File: config.mk
export PLATFORM = sky130hd
export DESIGN_NAME = hex_display_scan
export DESIGN_NICKNAME = d
export VERILOG_FILES = /design/src/rtl/hex_display_scan_pkg.sv /design/src/rtl/hex_display_scan_seg7_decode.sv /design/src/rtl/hex_display_scan.sv
export SDC_FILE = /design/constraint.sdc
export NUM_CORES = 1
export LEC_CHECK = 0
export CAP_MARGIN = 20
export CORE_MARGIN = 3
export CORE_UTILIZATION = 55
export DETAILED_ROUTE_END_ITERATION = 6
export GPL_TIMING_DRIVEN = 0
export PLACE_DENSITY = 0.79
export SYNTH_ARGS = -nofsm -noshare
export SYNTH_HDL_FRONTEND = slang
export SYNTH_SLANG_ARGS = --single-unit
File: constraint.sdc
create_clock -name clk -period 2.79 [get_ports clk]
set_clock_uncertainty 0.05 [all_clocks]
set_input_delay 0.279 -clock clk [delete_from_list [all_inputs] [get_ports clk]]
set_output_delay 0.279 -clock clk [all_outputs]
set_load 0.005 [all_outputs]
File: src/rtl/hex_display_scan_pkg.sv
// Shared constants for the hex seven-segment scanner.
// Segment bit order everywhere: bit0=a, bit1=b, ... bit6=g; a 0 bit lights the segment.
package hex_display_scan_pkg;

  localparam logic [6:0] SEG_BLANK = 7'h7F;

  localparam logic [6:0] GLYPH_0 = 7'h40;
  localparam logic [6:0] GLYPH_1 = 7'h79;
  localparam logic [6:0] GLYPH_2 = 7'h24;
  localparam logic [6:0] GLYPH_3 = 7'h30;
  localparam logic [6:0] GLYPH_4 = 7'h19;
  localparam logic [6:0] GLYPH_5 = 7'h12;
  localparam logic [6:0] GLYPH_6 = 7'h02;
  localparam logic [6:0] GLYPH_7 = 7'h78;
  localparam logic [6:0] GLYPH_8 = 7'h00;
  localparam logic [6:0] GLYPH_9 = 7'h10;
  localparam logic [6:0] GLYPH_A = 7'h08;
  localparam logic [6:0] GLYPH_B = 7'h03;
  localparam logic [6:0] GLYPH_C = 7'h46;
  localparam logic [6:0] GLYPH_D = 7'h21;
  localparam logic [6:0] GLYPH_E = 7'h06;
  localparam logic [6:0] GLYPH_F = 7'h0E;

endpackage

File: src/rtl/hex_display_scan_seg7_decode.sv
// Combinational hex nibble to active-low seven-segment glyph.
module seg7_decode
  import hex_display_scan_pkg::*;
(
  input  logic [3:0] nibble_i,
  output logic [6:0] seg_o
);

  always_comb begin
    seg_o = SEG_BLANK;
    case (nibble_i)
      4'h0: seg_o = GLYPH_0;
      4'h1: seg_o = GLYPH_1;
      4'h2: seg_o = GLYPH_2;
      4'h3: seg_o = GLYPH_3;
      4'h4: seg_o = GLYPH_4;
      4'h5: seg_o = GLYPH_5;
      4'h6: seg_o = GLYPH_6;
      4'h7: seg_o = GLYPH_7;
      4'h8: seg_o = GLYPH_8;
      4'h9: seg_o = GLYPH_9;
      4'hA: seg_o = GLYPH_A;
      4'hB: seg_o = GLYPH_B;
      4'hC: seg_o = GLYPH_C;
      4'hD: seg_o = GLYPH_D;
      4'hE: seg_o = GLYPH_E;
      4'hF: seg_o = GLYPH_F;
      default: seg_o = SEG_BLANK;
    endcase
  end

endmodule

File: src/rtl/hex_display_scan.sv
// Multiplexed N-digit hex display driver: shadow/display double buffer swapped at
// frame end, blanking window at the start of each slot, leading-zero suppression.
module hex_display_scan
  import hex_display_scan_pkg::*;
#(
  parameter int unsigned NUM_DIGITS   = 4,
  parameter int unsigned REFRESH_DIV  = 50000,
  parameter int unsigned BLANK_CYCLES = 16
) (
  input  logic                    clk,
  input  logic                    rst,
  input  logic                    enable,
  input  logic                    load,
  input  logic [4*NUM_DIGITS-1:0] value,
  input  logic [NUM_DIGITS-1:0]   dp_in,
  input  logic                    lz_en,
  output logic [6:0]              seg,
  output logic                    dp_n,
  output logic [NUM_DIGITS-1:0]   an_n,
  output logic                    frame_done
);

  localparam int PW = (REFRESH_DIV > 1) ? $clog2(REFRESH_DIV) : 1;
  localparam int IW = (NUM_DIGITS > 1) ? $clog2(NUM_DIGITS) : 1;
  localparam int VW = 4 * NUM_DIGITS;

  logic [PW-1:0]         presc_q, presc_d;
  logic [IW-1:0]         idx_q, idx_d;
  logic [VW-1:0]         shadow_val_q, shadow_val_d, disp_val_q, disp_val_d;
  logic [NUM_DIGITS-1:0] shadow_dp_q, shadow_dp_d, disp_dp_q, disp_dp_d;
  logic [6:0]            seg_q, seg_d;
  logic                  dp_n_q, dp_n_d;
  logic [NUM_DIGITS-1:0] an_n_q, an_n_d;
  logic                  frame_done_q, frame_done_d;

  logic                  terminal, frame_end, show;
  logic [NUM_DIGITS-1:0] suppress;
  logic [3:0]            cur_nibble;
  logic [6:0]            cur_glyph;

  assign terminal  = (presc_q == PW'(REFRESH_DIV - 1));
  assign frame_end = terminal && (idx_q == IW'(NUM_DIGITS - 1));

  // A digit is dark when it and every more-significant nibble are zero; digit 0 always shows.
  for (genvar gi = 0; gi < NUM_DIGITS; gi++) begin : g_lz
    if (gi == 0) begin : g_first
      assign suppress[gi] = 1'b0;
    end else begin : g_upper
      assign suppress[gi] = lz_en && (disp_val_q[VW-1:4*gi] == '0);
    end
  end

  assign cur_nibble = disp_val_q[{idx_q, 2'b00} +: 4];
  assign show = enable && (presc_q >= PW'(BLANK_CYCLES)) && !suppress[idx_q];

  seg7_decode u_decode (
    .nibble_i (cur_nibble),
    .seg_o    (cur_glyph)
  );

  for (genvar gi = 0; gi < NUM_DIGITS; gi++) begin : g_an
    assign an_n_d[gi] = !(show && (idx_q == IW'(gi)));
  end

  always_comb begin
    presc_d      = terminal ? '0 : presc_q + 1'b1;
    idx_d        = idx_q;
    shadow_val_d = shadow_val_q;
    shadow_dp_d  = shadow_dp_q;
    disp_val_d   = disp_val_q;
    disp_dp_d    = disp_dp_q;
    if (terminal) begin
      idx_d = (idx_q == IW'(NUM_DIGITS - 1)) ? '0 : idx_q + 1'b1;
    end
    if (load) begin
      shadow_val_d = value;
      shadow_dp_d  = dp_in;
    end
    // A load landing on the frame-end cycle bypasses the shadow so it is not lost a frame.
    if (frame_end) begin
      disp_val_d = load ? value : shadow_val_q;
      disp_dp_d  = load ? dp_in : shadow_dp_q;
    end
    seg_d        = show ? cur_glyph : SEG_BLANK;
    dp_n_d       = show ? ~disp_dp_q[idx_q] : 1'b1;
    frame_done_d = frame_end;
  end

  always_ff @(posedge clk) begin
    if (rst) begin
      presc_q      <= '0;
      idx_q        <= '0;
      shadow_val_q <= '0;
      shadow_dp_q  <= '0;
      disp_val_q   <= '0;
      disp_dp_q    <= '0;
      seg_q        <= SEG_BLANK;
      dp_n_q       <= 1'b1;
      an_n_q       <= '1;
      frame_done_q <= 1'b0;
    end else begin
      presc_q      <= presc_d;
      idx_q        <= idx_d;
      shadow_val_q <= shadow_val_d;
      shadow_dp_q  <= shadow_dp_d;
      disp_val_q   <= disp_val_d;
      disp_dp_q    <= disp_dp_d;
      seg_q        <= seg_d;
      dp_n_q       <= dp_n_d;
      an_n_q       <= an_n_d;
      frame_done_q <= frame_done_d;
    end
  end

  assign seg        = seg_q;
  assign dp_n       = dp_n_q;
  assign an_n       = an_n_q;
  assign frame_done = frame_done_q;

endmodule
==> flow_metrics.py <==
metrics = {
    "clock_tree": {
        "cts_tree": "done",
        "clkTransAtPathRegs_ns": 0.07,
        "numCtsBuffers": 9,
        "cts_sinks": 71,
        "clock_path_buffers": 2,
        "postCtsSetupBuffers": 0,
        "cts-htree-levels": 3,
        "cts_resized": 0,
        "clockRootBuffer": "clkbuf_8",
        "holdBufCountCts": 0,
        "worstSkewPairLatency_ns": 0.34,
    },
    "worst_setup_path": {
        "reg2reg_from": "idx_q[1]",
        "cp_data_required_time_ns": 2.97,
        "criticalPathCategory": "register to register",
        "r2r_end": "seg[3]",
        "rr_worst_depth": 6,
        "crit_start": "idx_q[1]",
        "crit_path_end_kind": "register",
        "start_kind": "register",
        "cp.arrival_ns": 2.55,
        "cp-endpoint": "seg[3]",
        "reg2reg_slack_ns": 0.42,
        "path_max_fanout": 10,
    },
    "power_and_ir_drop": {
        "power.internal_mw": 1.39,
        "p_sw_mw": 0.415,
        "clkPwrFrac_pct": 37.0,
        "p_total_mw": 1.81,
        "leakagePower_nw": 1.44,
        "pwr-share-seq_pct": 57.7,
        "power.density_mw_per_mm2": 491,
        "p_sw_share_pct": 23.0,
        "comb_power_share_pct": 5.3,
        "ir_drop_v": 0.000442,
    },
    "drt": {
        "routed_wl_microns": 5860,
        "wire_per_inst_microns": 13.5,
        "vias_per_cell": 5.27,
        "firstDrtPassIters": 4,
        "vias": 2283,
        "remaining_drc_errors": 0,
        "drt_iter0_drc": 92,
        "antenna_left": 0,
    },
    "cells_and_area": {
        "area_growth_pct": 19.1,
        "diodes": 0,
        "fill_cells": 444,
        "drive_above_1_share_pct": 12.1,
        "final_cell_area_sq_mm": 0.00368,
        "final_util_pct": 69.8,
        "nets": 397,
    },
    "logic_synthesis": {
        "synthCells": 314,
        "syn_nets": 351,
        "synthTopCellsByArea": "dfxtp_1, mux2i_1, mux2_2, nor2_1, ha_1",
        "synth_edf_count": 0,
        "yosys.area.top_type_share_pct": 46.0,
        "yosysSeqAreaShare_pct": 46.0,
        "yosys.cell_count.top_type": "dfxtp_1",
        "avgSynthCellArea_sq_um": 9.83,
        "synth.yosys.warnings": 0,
        "post-synth-top-area-cell": "dfxtp_1",
        "synth.distinct_cells": 38,
        "ys_ff_latch": 71,
        "synthFlopType": "dfxtp_1",
        "syn-cell-area_sq_mm": 0.00309,
        "synthTopCellsByCount": "dfxtp_1, nor2_1, mux2i_1",
        "async_flop_share_pct": 0,
    },
    "place": {
        "gp_congestion": 0.870,
        "place_area_sq_mm": 0.00353,
        "dpl.hpwl_microns": 4250,
        "numPortBuffers": 35,
    },
    "grt": {
        "grt_pass1_vias": 2254,
        "gr-total-overflow": 0,
        "antenna_found_initial": 0,
        "grt_usage_pct": 20.1,
        "grt_max_degree": 12,
        "grt_first_pass_wirelength_microns": 10000,
    },
    "outcome": {
        "status": "finished clean",
    },
    "die": {
        "die_h_microns": 80.9,
        "initial_core_util_pct": 58.6,
        "die-area_sq_mm": 0.00655,
        "die_w_microns": 80.9,
        "fp.coreArea_sq_mm": 0.00527,
        "num_rows": 26,
        "num_io_pins": 38,
    },
    "timing": {
        "slew_headroom_pct": 51.2,
        "period_share_pct": 84.9,
        "period_minus_slack_ns": 2.37,
        "worst_pin_slew_ns": 0.732,
        "fmax_ghz": 0.422,
        "hold_viol_final": 0,
        "setup_violations": 0,
        "grt_setup_unrepaired": "no",
        "setup_tns_ns": 0,
        "finalMaxSlewViolations": 0,
    },
    "job": {
        "cap_violations": 0,
    },
    "hold_path": {
        "hold_class": "primary input to register",
    },
}
registers in the layout, indices dropped and copies added, names as in the netlist:
register and count:
idx_q 2, dp_n 1, frame_done 1, shadow_dp_q 4
presc_q 16, an_n 4, disp_val_q 16, shadow_val_q 16
seg 7, disp_dp_q 4
metrics by stage:
step                hold WS, ns  instances  setup WS (ns)
floorplan                 0.403        314          0.759
global placement          0.424        419          0.479
detailed placement        0.429        419          0.417
CTS                       0.440        433          0.400
global route              0.485        433          0.129
finish                    0.443        433          0.422
logic make-up (layout without fill, tap and decap cells):
family	count (synthesis)	after routing	synth area share, %
AOI/OAI and AO/OA	18	18	3.97
xor gates and xnor gates	14	14	3.97
buffers and inverters	28	77	3.61
adders and majority gates	12	12	4.86
and+or+nand+nor	122	122	19.2
DFF	71	71	46.0
muxes	49	49	18.4
placed cells by master (no fill, tap or decap), types with 5 or more instances in the layout:
master	synthesis	final
a21oi_1	5	5
clkbuf_1	10	10
clkbuf_8	0	9
clkdlybuf4s50_1	0	35
dfxtp_1	71	71
ha_1	12	12
inv_1	14	14
mux2_2	21	21
mux2i_1	24	24
nand2_1	20	20
nand3_1	12	12
nor2_1	46	46
nor2b_1	18	18
nor3_1	6	6
nor4_1	5	5
xnor2_1	11	11
layer usage:
layer / vias up / share of wire [%] / routed length (microns) / track usage [%]
li1: 1166 / - / - / -
met3: 14 / 5.1 / 298 / 4.32
met2: 59 / 48 / 2840 / 32.9
met5: - / 0 / 0 / 0
met4: 0 / 2.4 / 138 / 11.1
met1: 1044 / 44 / 2580 / 24.6
layout make-up:
cell class | count | area (sq um) | area share (%)
Clock buffer | 9 | 124 | 3.37
Timing Repair Buffer | 35 | 350 | 9.53
Sequential cell | 71 | 1420 | 38.7
Tap cell | 70 | 87.6 | 2.38
Inverter | 14 | 52.6 | 1.43
Multi-Input combinational cell | 215 | 1560 | 42.3
Buffer | 14 | 58.8 | 1.60
Clock inverter | 5 | 27.5 | 0.749
worst max-delay path, cell delays in order, from the launching register on:
cell,delay [ns]
dfxtp_1,0.47
clkbuf_1,0.41
mux4_2,0.44
inv_1,0.17
ha_1,0.26
and2_1,0.15
o311ai_0,0.31
worst min path at each step:
stage                         endpoint  slack, ns  cells after the start       start
after floorplan             presc_q[0]       0.40                      1  presc_q[0]
after global placement      presc_q[0]       0.42                      1  presc_q[0]
after detailed placement    presc_q[0]       0.43                      1  presc_q[0]
after CTS                 disp_dp_q[3]       0.44                      3         rst
after global routing      disp_dp_q[3]       0.49                      3         rst
final                     disp_dp_q[3]       0.44                      3         rst
power groups by stage:
| stage | logic (mW) | clock network [mW] | registers, mW |
|---|---|---|---|
| finish | 0.0957 | 0.668 | 1.04 |
| global route | 0.106 | 0.714 | 1.04 |
| CTS | 0.0974 | 0.679 | 1.04 |
| detailed placement | 0.0967 | 0 | 1.07 |
| global placement | 0.0943 | 0 | 1.06 |
| floorplan | 0.0519 | 0 | 1.06 |
Power figures use the tool's default switching activity.
